===== config.mk =====
export PLATFORM = sky130hd
export DESIGN_NAME = crc_stream_par
export DESIGN_NICKNAME = d
export VERILOG_FILES = /design/src/rtl/crc_stream_par.sv
export SDC_FILE = /design/constraint.sdc
export NUM_CORES = 1
export LEC_CHECK = 0
export BUFFER_PORTS_ARGS = -buffer_cell sky130_fd_sc_hd__clkbuf_2
export CORE_MARGIN = 5
export CORE_UTILIZATION = 40
export CTS_CLUSTER_SIZE = 10
export DETAILED_ROUTE_END_ITERATION = 16
export GPL_ROUTABILITY_DRIVEN = 0
export PLACE_DENSITY_LB_ADDON = 0.2
export SETUP_SLACK_MARGIN = 0.2
export SYNTH_ARGS = -nofsm -noshare
export SYNTH_HDL_FRONTEND = slang
export SYNTH_SLANG_ARGS = --single-unit

===== constraint.sdc =====
create_clock -name clk -period 2 [get_ports clk]
set_input_delay 0.3 -clock clk [delete_from_list [all_inputs] [get_ports clk]]
set_output_delay 0.3 -clock clk [all_outputs]
set_load 0.02 [all_outputs]

===== src/rtl/crc_stream_par.sv =====
// rtl/crc_stream_par.sv - parametrised parallel CRC engine with sof/eof framed word input
// One DATA_W-bit word folded per cycle; finished frame CRC offered on a valid/ready result port.
module crc_stream_par #(
   parameter int                 CRC_W   = 5,
   parameter int                 DATA_W  = 16,
   parameter logic [CRC_W-1:0]   POLY    = 5'h05,
   parameter logic [CRC_W-1:0]   INIT    = '0,
   parameter logic [CRC_W-1:0]   XOR_OUT = '0
) (
   input  logic              clk,
   input  logic              rst,
   input  logic              in_valid,
   output logic              in_ready,
   input  logic [DATA_W-1:0] in_data,
   input  logic              in_sof,
   input  logic              in_eof,
   output logic              crc_valid,
   input  logic              crc_ready,
   output logic [CRC_W-1:0]  crc_out,
   output logic              frm_err
);

   typedef enum logic {
      S_IDLE = 1'b0,
      S_OPEN = 1'b1
   } fsm_t;

   fsm_t             fsm;
   fsm_t             fsm_next;
   logic [CRC_W-1:0] state;
   logic [CRC_W-1:0] seed;
   logic [CRC_W-1:0] next_state;
   logic             accept;
   logic             take;
   logic             finish;
   logic             err_now;

   // MSB of the word is the first bit on the wire, so it is folded first.
   function automatic logic [CRC_W-1:0] fold(input logic [CRC_W-1:0] s_in,
                                             input logic [DATA_W-1:0] d);
      logic [CRC_W-1:0] s;
      logic             fb;
      s = s_in;
      for (int i = DATA_W - 1; i >= 0; i--) begin
         fb = s[CRC_W-1] ^ d[i];
         s  = {s[CRC_W-2:0], 1'b0} ^ (fb ? POLY : '0);
      end
      return s;
   endfunction

   // Input stalls whenever an unconsumed result would be overwritten.
   assign in_ready   = !(crc_valid && !crc_ready);
   assign accept     = in_valid && in_ready;
   assign seed       = in_sof ? INIT : state;
   assign next_state = fold(seed, in_data);

   always_comb begin
      fsm_next = fsm;
      take     = 1'b0;
      err_now  = 1'b0;
      finish   = 1'b0;
      if (accept) begin
         if (in_sof) begin
            take    = 1'b1;
            err_now = (fsm == S_OPEN);
         end else if (fsm == S_OPEN) begin
            take = 1'b1;
         end else begin
            err_now = 1'b1;
         end
         if (take) begin
            finish   = in_eof;
            fsm_next = in_eof ? S_IDLE : S_OPEN;
         end
      end
   end

   always_ff @(posedge clk) begin
      if (!rst) begin
         fsm       <= S_IDLE;
         state     <= INIT;
         crc_valid <= 1'b0;
         crc_out   <= '0;
         frm_err   <= 1'b0;
      end else begin
         fsm     <= fsm_next;
         frm_err <= err_now;
         if (take) begin
            state <= finish ? INIT : next_state;
         end
         // A new eof wins over consumption so single-word frames stream at full rate.
         if (finish) begin
            crc_out   <= next_state ^ XOR_OUT;
            crc_valid <= 1'b1;
         end else if (crc_valid && crc_ready) begin
            crc_valid <= 1'b0;
         end
      end
   end

endmodule


Word level (Yosys, flattened, before mapping):

Index checks and enable logic that the tools add are counted.

* output and inout port bits: 8
* register bits after elaboration: 13
* word-level logic and storage cells: 74

* mux-type cells: 29
* reduce and logical (&&, ||, !) cells: 8
* bitwise operators: 32

Operators by type and width (count)
* bitwise XOR 5 x 3 -> 5 bit: 16
* 2-to-1 mux 3 bit: 16
* bitwise XOR 1 bit: 16
* 2-to-1 mux 1 bit: 11
* 2-to-1 mux 5 bit: 2
* AND reduction 2 bit: 2
* logical AND 1 bit: 3
* logical NOT 1 bit: 2
* nonzero test 2 bit: 1

Longest topological paths before layout:

Gate-level depths: netlist of run 1.

* word-level depth: 50
* gate-level depth with buffers: 7
* gate-level depth less buffers: 6

Least setup slack after synthesis of run 1:

Ideal clock, no wire load.

* path type: input port to flip-flop
* from: in in_data[13]
* to: reg state[2]
* data arrival time: 1732 ps
* data required time: 1882 ps
* stages on the path: 6
* path slack: 150 ps
* cell sequence: xnor2_2 > xor3_1 > xnor3_2 > xor3_1 > a22oi_1 > nor2b_1

* longest elaborated chain between the ends: 23

RTL lines
* start: declaration: RTL line 14 `input logic [DATA_W-1:0] in_data,`
* bitwise XOR 1 bit (*): RTL line 45 `fb = s[CRC_W-1] ^ d[i];`
* 2-to-1 mux 3 bit (*): RTL line 46 `s = {s[CRC_W-2:0], 1'b0} ^ (fb ? POLY : '0);`
* bitwise XOR 5 x 3 -> 5 bit (*) (3 in a row): RTL line 46
* bitwise XOR 1 bit / bitwise XOR 5 x 3 -> 5 bit (equally long branches): RTL line 45, 46
* 2-to-1 mux 3 bit / bitwise XOR 5 x 3 -> 5 bit (equally long branches): RTL line 46
* bitwise XOR 5 x 3 -> 5 bit (*) (3 in a row): RTL line 46
* bitwise XOR 1 bit / bitwise XOR 5 x 3 -> 5 bit (equally long branches): RTL line 45, 46
* 2-to-1 mux 3 bit / bitwise XOR 5 x 3 -> 5 bit (equally long branches): RTL line 46
* bitwise XOR 5 x 3 -> 5 bit (*) (5 in a row): RTL line 46
* bitwise XOR 1 bit / bitwise XOR 5 x 3 -> 5 bit (equally long branches): RTL line 45, 46
* 2-to-1 mux 3 bit / bitwise XOR 5 x 3 -> 5 bit (equally long branches): RTL line 46
* bitwise XOR 5 x 3 -> 5 bit (*) (3 in a row): RTL line 46
* 2-to-1 mux 5 bit (*): RTL line 89 `state <= finish ? INIT : next_state;`
* end signal: assignment: RTL line 89
* end: declaration: RTL line 30 `logic [CRC_W-1:0] state;`

Mark *: on every way between the ends. The rest lies on a longest branch, timed or not.
A chain may end at the register's enable or synchronous reset.

Final worst setup path of run 1:

* from: reg state[3]
* to: reg state[1]

* longest elaborated chain between the ends: 26

RTL lines
* 2-to-1 mux 5 bit (*): RTL line 54 `assign seed = in_sof ? INIT : state;`
* bitwise XOR 5 x 3 -> 5 bit (*): RTL line 46
* bitwise XOR 1 bit (*): RTL line 45
* 2-to-1 mux 3 bit (*): RTL line 46
* bitwise XOR 5 x 3 -> 5 bit (*) (3 in a row): RTL line 46
* bitwise XOR 1 bit / bitwise XOR 5 x 3 -> 5 bit (equally long branches): RTL line 45, 46
* 2-to-1 mux 3 bit / bitwise XOR 5 x 3 -> 5 bit (equally long branches): RTL line 46
* bitwise XOR 5 x 3 -> 5 bit (*) (5 in a row): RTL line 46
* bitwise XOR 1 bit / bitwise XOR 5 x 3 -> 5 bit (equally long branches): RTL line 45, 46
* 2-to-1 mux 3 bit / bitwise XOR 5 x 3 -> 5 bit (equally long branches): RTL line 46
* bitwise XOR 5 x 3 -> 5 bit (*) (5 in a row): RTL line 46
* bitwise XOR 1 bit (*): RTL line 45
* 2-to-1 mux 3 bit (*): RTL line 46
* bitwise XOR 5 x 3 -> 5 bit (*) (2 in a row): RTL line 46
* 2-to-1 mux 5 bit (*): RTL line 89

Marked as above.

==> metrics.txt, run 1 <==
outcome=complete, no violations; area share of the leading cell type in the synthesized netlist=around a quarter; number of global-route vias before repair=892; Fin Clk Skew=0.00959 ns; Initial Util=42.4%; Ys Warns=0; CTS max path bufs=2; Inserted Clock Buffers=3; global-route wire length before repair=3600 um; Distinct cells, synth=32; CTS H-tree depth=1; Cells on Worst Hold Path=3; WP data required=2.23 ns; Hold Path Class=in -> reg; Reg2Reg Depth=6; standard-cell row count=18; PortBufs=29; f_max=568 MHz; Worst slew margin=73.7%; fraction of layout cells with a size suffix above 1=approximately 44%; Leak=0.669 nW; largest net degree at the start of global routing=17; die height=61.5 um; post-synthesis mux area share=0%; endpoints failing setup=0; worst setup margin=0.240 ns; Post-synth EDFFs=0; slowest cell on the critical path=or3_1; mapped cell area=1060 um2; Setup WS pre-CTS=approximately 0.018 ns; I/O pin cnt=30; initial antenna violation count=0; XOR/XNOR share of the synthesized area=47.4%; Synth Area in Compound Gates=6.72%; clk sinks=13; syn nets=around 120; fin crit share=between 80% and 90%; # Max-Cap Violations=0; Critical Path Source Type=register; Util after Layout=56.5%; Total GRT Usage=12.8%; Worst-Skew Late Latency=0.28 ns; kind of critical path=reg -> reg; Final TNS setup=0 ns; Critical Path End Type=register; DR DRC count=0; Post-Synth Adder-Cell Area=1.18%; final hold violation count=0; syn avg cell area=~11 um2; CTS tree=done; vias per inst=5.02; Area Overhead vs Synth=33.0%; #FFs+latches synth=13; asr flop ratio synth=0%; WL final=2220 um; CORE AREA=roughly 2500 um2; Least-Margin Pin Slew=0.391 ns; Routed Antenna Nets=0; max-slew violations=0; crit-path max FO=5; clock slew at reported path FFs=0.09 ns; fin cells=roughly 180; VDD IR max=a little under 0.6 mV; Overflow after GRT=0; RSZ-0062 raised after global routing=true; fin crit period=1.76 ns; clock root buffer=clkbuf_4; critical-path cell list=and2b_2, xnor3_1, xnor3_2, xnor2_4, or3_1, nand3_1; placed insts=166; Nets=about 170; wire length per cell=around 13 um; 1st-iter DRT viols=13; sequential-to-total area share from yosys stat=between 20% and 30%; Die X=between 60 and 70 um; Primary FF master, synth=dfxtp_1; Synth Area in Simple Gates=18.6%; Power Density=977 nW/um2; synth top area cells=dfxtp_1 25%, xor3_1 11%, xnor2_1 9.9%; DIE AREA=3780 um2; largest area contributor in the netlist=dfxtp_1; main combinational cell family by area after synthesis=XOR/XNOR gates; 1st-pass router iterations=4; cells after synthesis=101; Total Power=about 1.4 mW; # diodes=0; Vias=approximately 880; critical path arrival=1.99 ns; hpwl dp=approximately 1800 um; CP max stage delay=0.36 ns
==> cell type report <==
| class | instances | area, um2 |
|---|---|---|
| Clock inverter | 1 | 5.00 |
| Inverter | 2 | 7.51 |
| Tap cell | 30 | 37.5 |
| Multi-Input combinational cell | 84 | 828 |
| Fill cell | 230 | 1090 |
| Timing Repair Buffer | 42 | 246 |
| Clock buffer | 3 | 22.5 |
| Sequential cell | 13 | 264 |
==> power by group <==
| part | leakage [nW] | internal, mW | switching, mW | total (mW) |
|---|---|---|---|---|
| logic | 0.544 | 0.507 | 0.383 | 0.890 |
| registers | 0.107 | 0.299 | 0.0241 | 0.323 |
| clock network | 0.0177 | 0.0743 | 0.0914 | 0.166 |
| total | 0.669 | 0.880 | 0.499 | 1.38 |
==> metal layers <==
metal  part of all wire [%]  up-vias  track usage (%)
met5                      0        -                0
met4                      0        0             3.94
met3                    5.2        0             3.77
met2                     52       18             20.9
met1                     43      421             16.4
li1                       -      439                -
==> timing repair <==
item                       in CTS  in global routing
resized for setup               4                  7
pin swaps                       2                  1
setup buffers                   2                  3
hold buffers                    0                  0
setup endpoints to repair       4                  8
==> kinds of logic after synthesis <==
group,after synthesis
AO/OA/AOI/OAI,10
XOR/XNOR,34
adder cells (fa/ha/maj),1
buffers and inverters,4
flip-flops,13
AND/OR/NAND/NOR,39
==> registers in the layout, summed over array words and instances, names as in the netlist <==
register / cells
crc_out: 5
crc_valid: 1
frm_err: 1
fsm: 1
state: 5
==> cell usage after synthesis (4+ instances only) <==
library cell / n
nor2_1: 6
xnor3_1: 4
dfxtp_1: 13
nand3_1: 15
xnor2_1: 12
xor2_1: 5
nand2_1: 7
xor3_1: 5
xnor2_2: 5
==> worst max-delay path: cells and delay by family (launching register included) <==
kind	cells	cell delay [ns]
xor+xnor	3	0.72
simple gates	3	0.65
flops	1	0.34
==> per-stage QoR <==
stage | area [um2] | hold slack, ns
floorplan | 1070 | 0.454
global placement | 1300 | 0.442
detailed placement | 1300 | 0.447
CTS | 1360 | 0.263
global route | 1410 | 0.314
finish | 1410 | 0.276
==> layout by cell type, fill, tap and decap left out, types with 3 or more instances in the layout <==
cell / Yosys / routed
xor2_1: 5 / 4
xnor3_1: 4 / 3
xnor3_2: 2 / 3
xnor2_1: 12 / 11
xor3_1: 5 / 5
dfxtp_1: 13 / 10
xnor2_2: 5 / 5
nand3_1: 15 / 15
dfxtp_2: 0 / 3
clkbuf_4: 0 / 3
nor2_1: 6 / 5
clkbuf_2: 1 / 29
buf_4: 0 / 12
nand2_1: 7 / 7
==> worst paths after layout <==
check	startpoint	endpoint	slack [ns]
setup / recovery	state[3]	state[1]	0.24
hold / removal	in_valid	frm_err	0.28
setup reg to reg	state[3]	state[1]	0.24
hold reg to reg	crc_out[2]	crc_out[2]	0.46
No activity file was read; power rests on OpenSTA's default activity.
==> inputs of run 2 (changes only) <==
--- a/config.mk
+++ b/config.mk
@@ -7,7 +7,7 @@
 export LEC_CHECK = 0
 export BUFFER_PORTS_ARGS = -buffer_cell sky130_fd_sc_hd__clkbuf_2
 export CORE_MARGIN = 5
-export CORE_UTILIZATION = 40
+export CORE_UTILIZATION = 32
 export CTS_CLUSTER_SIZE = 10
 export DETAILED_ROUTE_END_ITERATION = 16
 export GPL_ROUTABILITY_DRIVEN = 0
==> run 2 against run 1 <==
  * Global-route usage shrank 2.1 points
  * Critical path type unchanged
  * Non-clock buffer count is the same
  * Fmax shrank 1.6%
  * Combinational power grew 4.3%
  * Worst hold slack gained 0.0064 ns
  * Die area grew 21%
  * Largest cell class unchanged
  * Sequential power is essentially flat
  * First-iteration DRC count is the same
==> metrics.txt, run 2 (synthesis results as in run 1) <==
Routed Antenna Nets=0; Overflow after GRT=0; Clk network pwr share=11.7%; met3 wire length=~140 um; Nets=169; DR DRC count=0; hpwl dp=~1800 um; Net Switching=0.519 mW; # diodes=0; number of global-route vias before repair=856; fraction of layout cells with a size suffix above 1=42.8%; WP data required=2.17 ns; Inserted Clock Buffers=3; Area Overhead vs Synth=36.8%; Initial Util=32.3%; Leak=about 0.68 nW; CTS H-tree depth=1; CTS max path bufs=2; crit-path max FO=3; standard-cell row count=21; # Max-Cap Violations=0; I/O pin cnt=30; Final TNS setup=0 ns; 1st-pass router iterations=2; hold buffers post-CTS=0; fin crit period=1.79 ns; final hold violation count=0; max-slew violations=0; 1st-iter DRT viols=13; die height=67.6 um; Sw Share=36.6%; DIE AREA=between 4000 and 5000 um2; Min Hold Slack=0.282 ns; clock slew at reported path FFs=0.09 ns; global-route wire length before repair=3700 um; clk sinks=13; outcome=complete, no violations; register area=264 um2; clock root buffer=clkbuf_4; fin crit share=89.4%; PortBufs=29; CTS tree=done; vias per inst=about 4.5; Hold Path Class=in -> reg; Power Density=978 nW/um2; Critical Path Source Type=register; Worst slew margin=70.1%; Sequential Power Share=22.9%; worst setup margin=0.211 ns; CORE AREA=3280 um2; wire length per cell=12.2 um; biggest registers after layout=crc_out (5), state (5); multi-input logic area=841 um2; Setup WS pre-CTS=~0.011 ns; f_max=559 MHz; Least-Margin Pin Slew=0.445 ns; VDD IR max=0.371 mV; Filler cells=343; routed wl met2=around 1100 um; Util after Layout=between 40% and 50%; most common cell after layout, fill and taps aside=clkbuf_2; Critical Path End Type=register; WL final=2340 um; placed insts=roughly 180; largest net degree at the start of global routing=17; Worst-Skew Late Latency=between 0.2 and 0.3 ns; met1 WL=~1000 um; Fin Clk Skew=0.00764 ns; endpoints failing setup=0; Vias=852; initial antenna violation count=0; Total GRT Usage=10.7%; internal power=0.900 mW; fin cells=191; top layer used by detailed routing=met4; critical path arrival=1.96 ns; Die X=~68 um; RSZ-0062 raised after global routing=true; kind of critical path=reg -> reg; commonest non-fill, non-tap cells in the layout=29 x clkbuf_2, 15 x nand3_1, 12 x buf_4; Gate power share=65.4%
[run 2: metrics by stage]
| step | cell area, um2 | power (mW) |
|---|---|---|
| after floorplan | 1070 | 0.895 |
| after global placement | 1330 | 1.07 |
| after detailed placement | 1330 | 1.08 |
| after CTS | 1390 | 1.33 |
| after global routing | 1450 | 1.51 |
| final | 1450 | 1.42 |
[run 2: power by group through the flow]
stage / Clock (mW) / Combinational, mW / Sequential, mW
after floorplan: 0 / 0.549 / 0.346
after global placement: 0 / 0.746 / 0.328
after detailed placement: 0 / 0.749 / 0.330
after CTS: 0.170 / 0.835 / 0.325
after global routing: 0.191 / 0.991 / 0.330
final: 0.166 / 0.928 / 0.325
[run 2: final timing paths]
check,from,cells after the start,slack (ns),endpoint
worst max-delay path,state[4],6,0.21,state[3]
worst min register to register,crc_out[3],2,0.46,crc_out[3]
worst min-delay path,in_valid,3,0.28,frm_err
worst max register to register,state[4],6,0.21,state[3]
[run 2: cell type report]
class | instances | area share, %
well taps | 46 | 3.97
clock buffers | 4 | 1.81
multi-input cells | 84 | 57.9
flip-flops and latches | 13 | 18.2
repair buffers | 42 | 17.6
inverters | 2 | 0.517
[run 2: critical path, stage by stage (launching register included)]
cell and delay, ns:
dfxtp_2 0.35, xnor2_1 0.12, nor2_1 0.15, xnor3_2 0.50, xnor2_2 0.18, xnor2_2 0.15
a32o_1 0.21
[run 2: repair_timing]
action | CTS | global route
resized for setup | 5 | 4
endpoints found under the setup margin | 6 | 9
pin swaps | 3 | 3
buffers inserted | 2 | 4
[run 2: layer usage]
| metal | GRT usage [%] | up-vias |
|---|---|---|
| met5 | 0 | - |
| met4 | 5.32 | 0 |
| met3 | 2.33 | 4 |
| met2 | 16.9 | 19 |
| met1 | 13.8 | 393 |
| li1 | - | 436 |
==> inputs of run 3 (changes only) <==
--- a/config.mk
+++ b/config.mk
@@ -6,6 +6,7 @@
 export NUM_CORES = 1
 export LEC_CHECK = 0
 export BUFFER_PORTS_ARGS = -buffer_cell sky130_fd_sc_hd__clkbuf_2
+export CORE_ASPECT_RATIO = 0.9
 export CORE_MARGIN = 5
 export CORE_UTILIZATION = 32
 export CTS_CLUSTER_SIZE = 10
==> run 3 against run 2 <==
  * Die area is essentially flat
  * Critical path depth increased by 1
  * Worst setup slack got worse by 0.026 ns
  * First-iteration DRC count grew to 3.8 times the previous value
  * Non-clock buffer count increased by 2
  * Power up 8.1%
  * Largest power group unchanged
  * Via count increased by 2.9%
  * Final cell count down 1.0%
  * Sequential power is 1% higher
  * Combinational power is 4.1% higher
  * Register-to-register slack got worse by 0.03 ns
  * Fmax shrank 1.4%
==> metrics.txt, run 3 (synthesis results as in run 1) <==
Gate power share=63.0%; Hold Path Sink=frm_err; # Max-Cap Violations=0; placed insts=177; RSZ-0062 raised after global routing=true; 1st-iter DRT viols=49; Least-Margin Pin Slew=0.406 ns; Hold Path Class=in -> reg; Initial Util=34.1%; Cells on Worst Hold Path=3; Vias=877; internal power=1.00 mW; Overflow after GRT=0; PortBufs=29; wire length per cell=12.7 um; Die X=70.7 um; final hold violation count=0; vias per inst=4.64; hpwl dp=between 1500 and 2000 um; most common cell after layout, fill and taps aside=clkbuf_2; fin cells=189; f_max=roughly 550 MHz; clock slew at reported path FFs=0.06 ns; CTS tree=done; die height=roughly 65 um; hold wc startpoint=in_valid; capture point of the worst reg-to-reg path=state[3]; clock root buffer=clkbuf_8; DR DRC count=0; initial antenna violation count=0; Clk network pwr share=15.6%; worst r2r src=state[2]; worst reg-to-reg setup slack=0.19 ns; fin crit share=90.7%; largest net degree at the start of global routing=17; global-route wire length before repair=3770 um; Worst slew margin=between 70% and 80%; Inserted Clock Buffers=3; Filler cells=295; Nets=171; endpoints failing setup=0; CORE AREA=around 3100 um2; WP data required=2.14 ns; CTS max path bufs=2; kind of critical path=reg -> reg; commonest non-fill, non-tap cells in the layout=28 x clkbuf_2, 15 x nand3_1, 10 x dfxtp_1, 10 x buf_4; clk sinks=13; Routed Antenna Nets=0; critical path arrival=1.95 ns; biggest registers after layout=crc_out (5), state (5); outcome=complete, no violations; critical path startpoint=state[2]; Leak=0.719 nW; number of global-route vias before repair=808; Area Overhead vs Synth=44.7%; # diodes=0; Final TNS setup=0 ns; Net Switching=approximately 0.53 mW; CTS H-tree depth=1; Critical Path End Type=register; Sw Share=34.6%; DIE AREA=4570 um2; Util after Layout=49.3%; Fin Clk Skew=0.00152 ns; Critical Path Source Type=register; Reg2Reg Depth=7; Worst-Skew Late Latency=around 0.25 ns; I/O pin cnt=30; Total GRT Usage=10.6%; hold buffers post-CTS=0; max-slew violations=0; Sequential Power Share=about a fifth; VDD IR max=approximately 0.31 mV; 1st-pass router iterations=4; Power Density=approximately 1000 nW/um2; WL final=2400 um; fraction of layout cells with a size suffix above 1=46.3%; fin crit period=1.81 ns; crit-path max FO=3; standard-cell row count=19
run 3: worst max-delay path by stage:
stage / end / slack (ns) / cells after the start
after floorplan: state[4] / 0.20 / 7
after global placement: state[1] / 0.02 / 7
after detailed placement: state[1] / 0.02 / 7
after CTS: state[3] / 0.19 / 6
after global routing: state[3] / 0.11 / 7
final: state[3] / 0.19 / 7
run 3: power groups by stage:
stage	Sequential, mW	Combinational, mW	Clock [mW]
final	0.329	0.966	0.239
after global routing	0.333	1.04	0.260
after CTS	0.324	0.878	0.246
after detailed placement	0.329	0.746	0
after global placement	0.326	0.739	0
after floorplan	0.346	0.549	0
run 3: layer usage:
metal | part of all wire [%] | track usage, % | vias to the layer above
li1 | - | - | 439
met1 | 41 | 13.4 | 404
met2 | 52 | 17.4 | 31
met3 | 5.7 | 2.01 | 3
met4 | 1.2 | 4.93 | 0
met5 | 0 | 0 | -
run 3: through the flow:
| stage | cell area [um2] | hold WS [ns] | power [mW] | setup WS [ns] |
|---|---|---|---|---|
| 3_3_place_gp | 1320 | 0.445 | 1.07 | 0.0202 |
| 5_1_grt | 1540 | 0.322 | 1.63 | 0.107 |
| 2_1_floorplan | 1070 | 0.454 | 0.895 | 0.203 |
| 3_5_place_dp | 1320 | 0.447 | 1.07 | 0.0201 |
| 4_1_cts | 1430 | 0.315 | 1.45 | 0.195 |
| 6_report | 1540 | 0.315 | 1.53 | 0.185 |
run 3: layout make-up:
type                    count  area [um2]  area share [%]
flip-flops and latches     13         264            17.2
repair buffers             44         292            19.0
multi-input cells          84         875            57.0
inverters                   2        7.51           0.489
well taps                  42        52.6            3.42
clock buffers               4        45.0            2.93
run 3: critical path: stages, from the launching register on:
cell and delay, ns:
dfxtp_2 0.32, buf_6 0.12, xnor2_4 0.11, nor2_2 0.12
xnor3_2 0.49, xnor2_2 0.17, xnor2_2 0.15, a32o_1 0.21
run 3: repair_timing:
action | CTS | global route
setup buffers | 4 | 4
pin swaps | 8 | 9
setup endpoints to repair | 4 | 9
resized for setup | 6 | 16
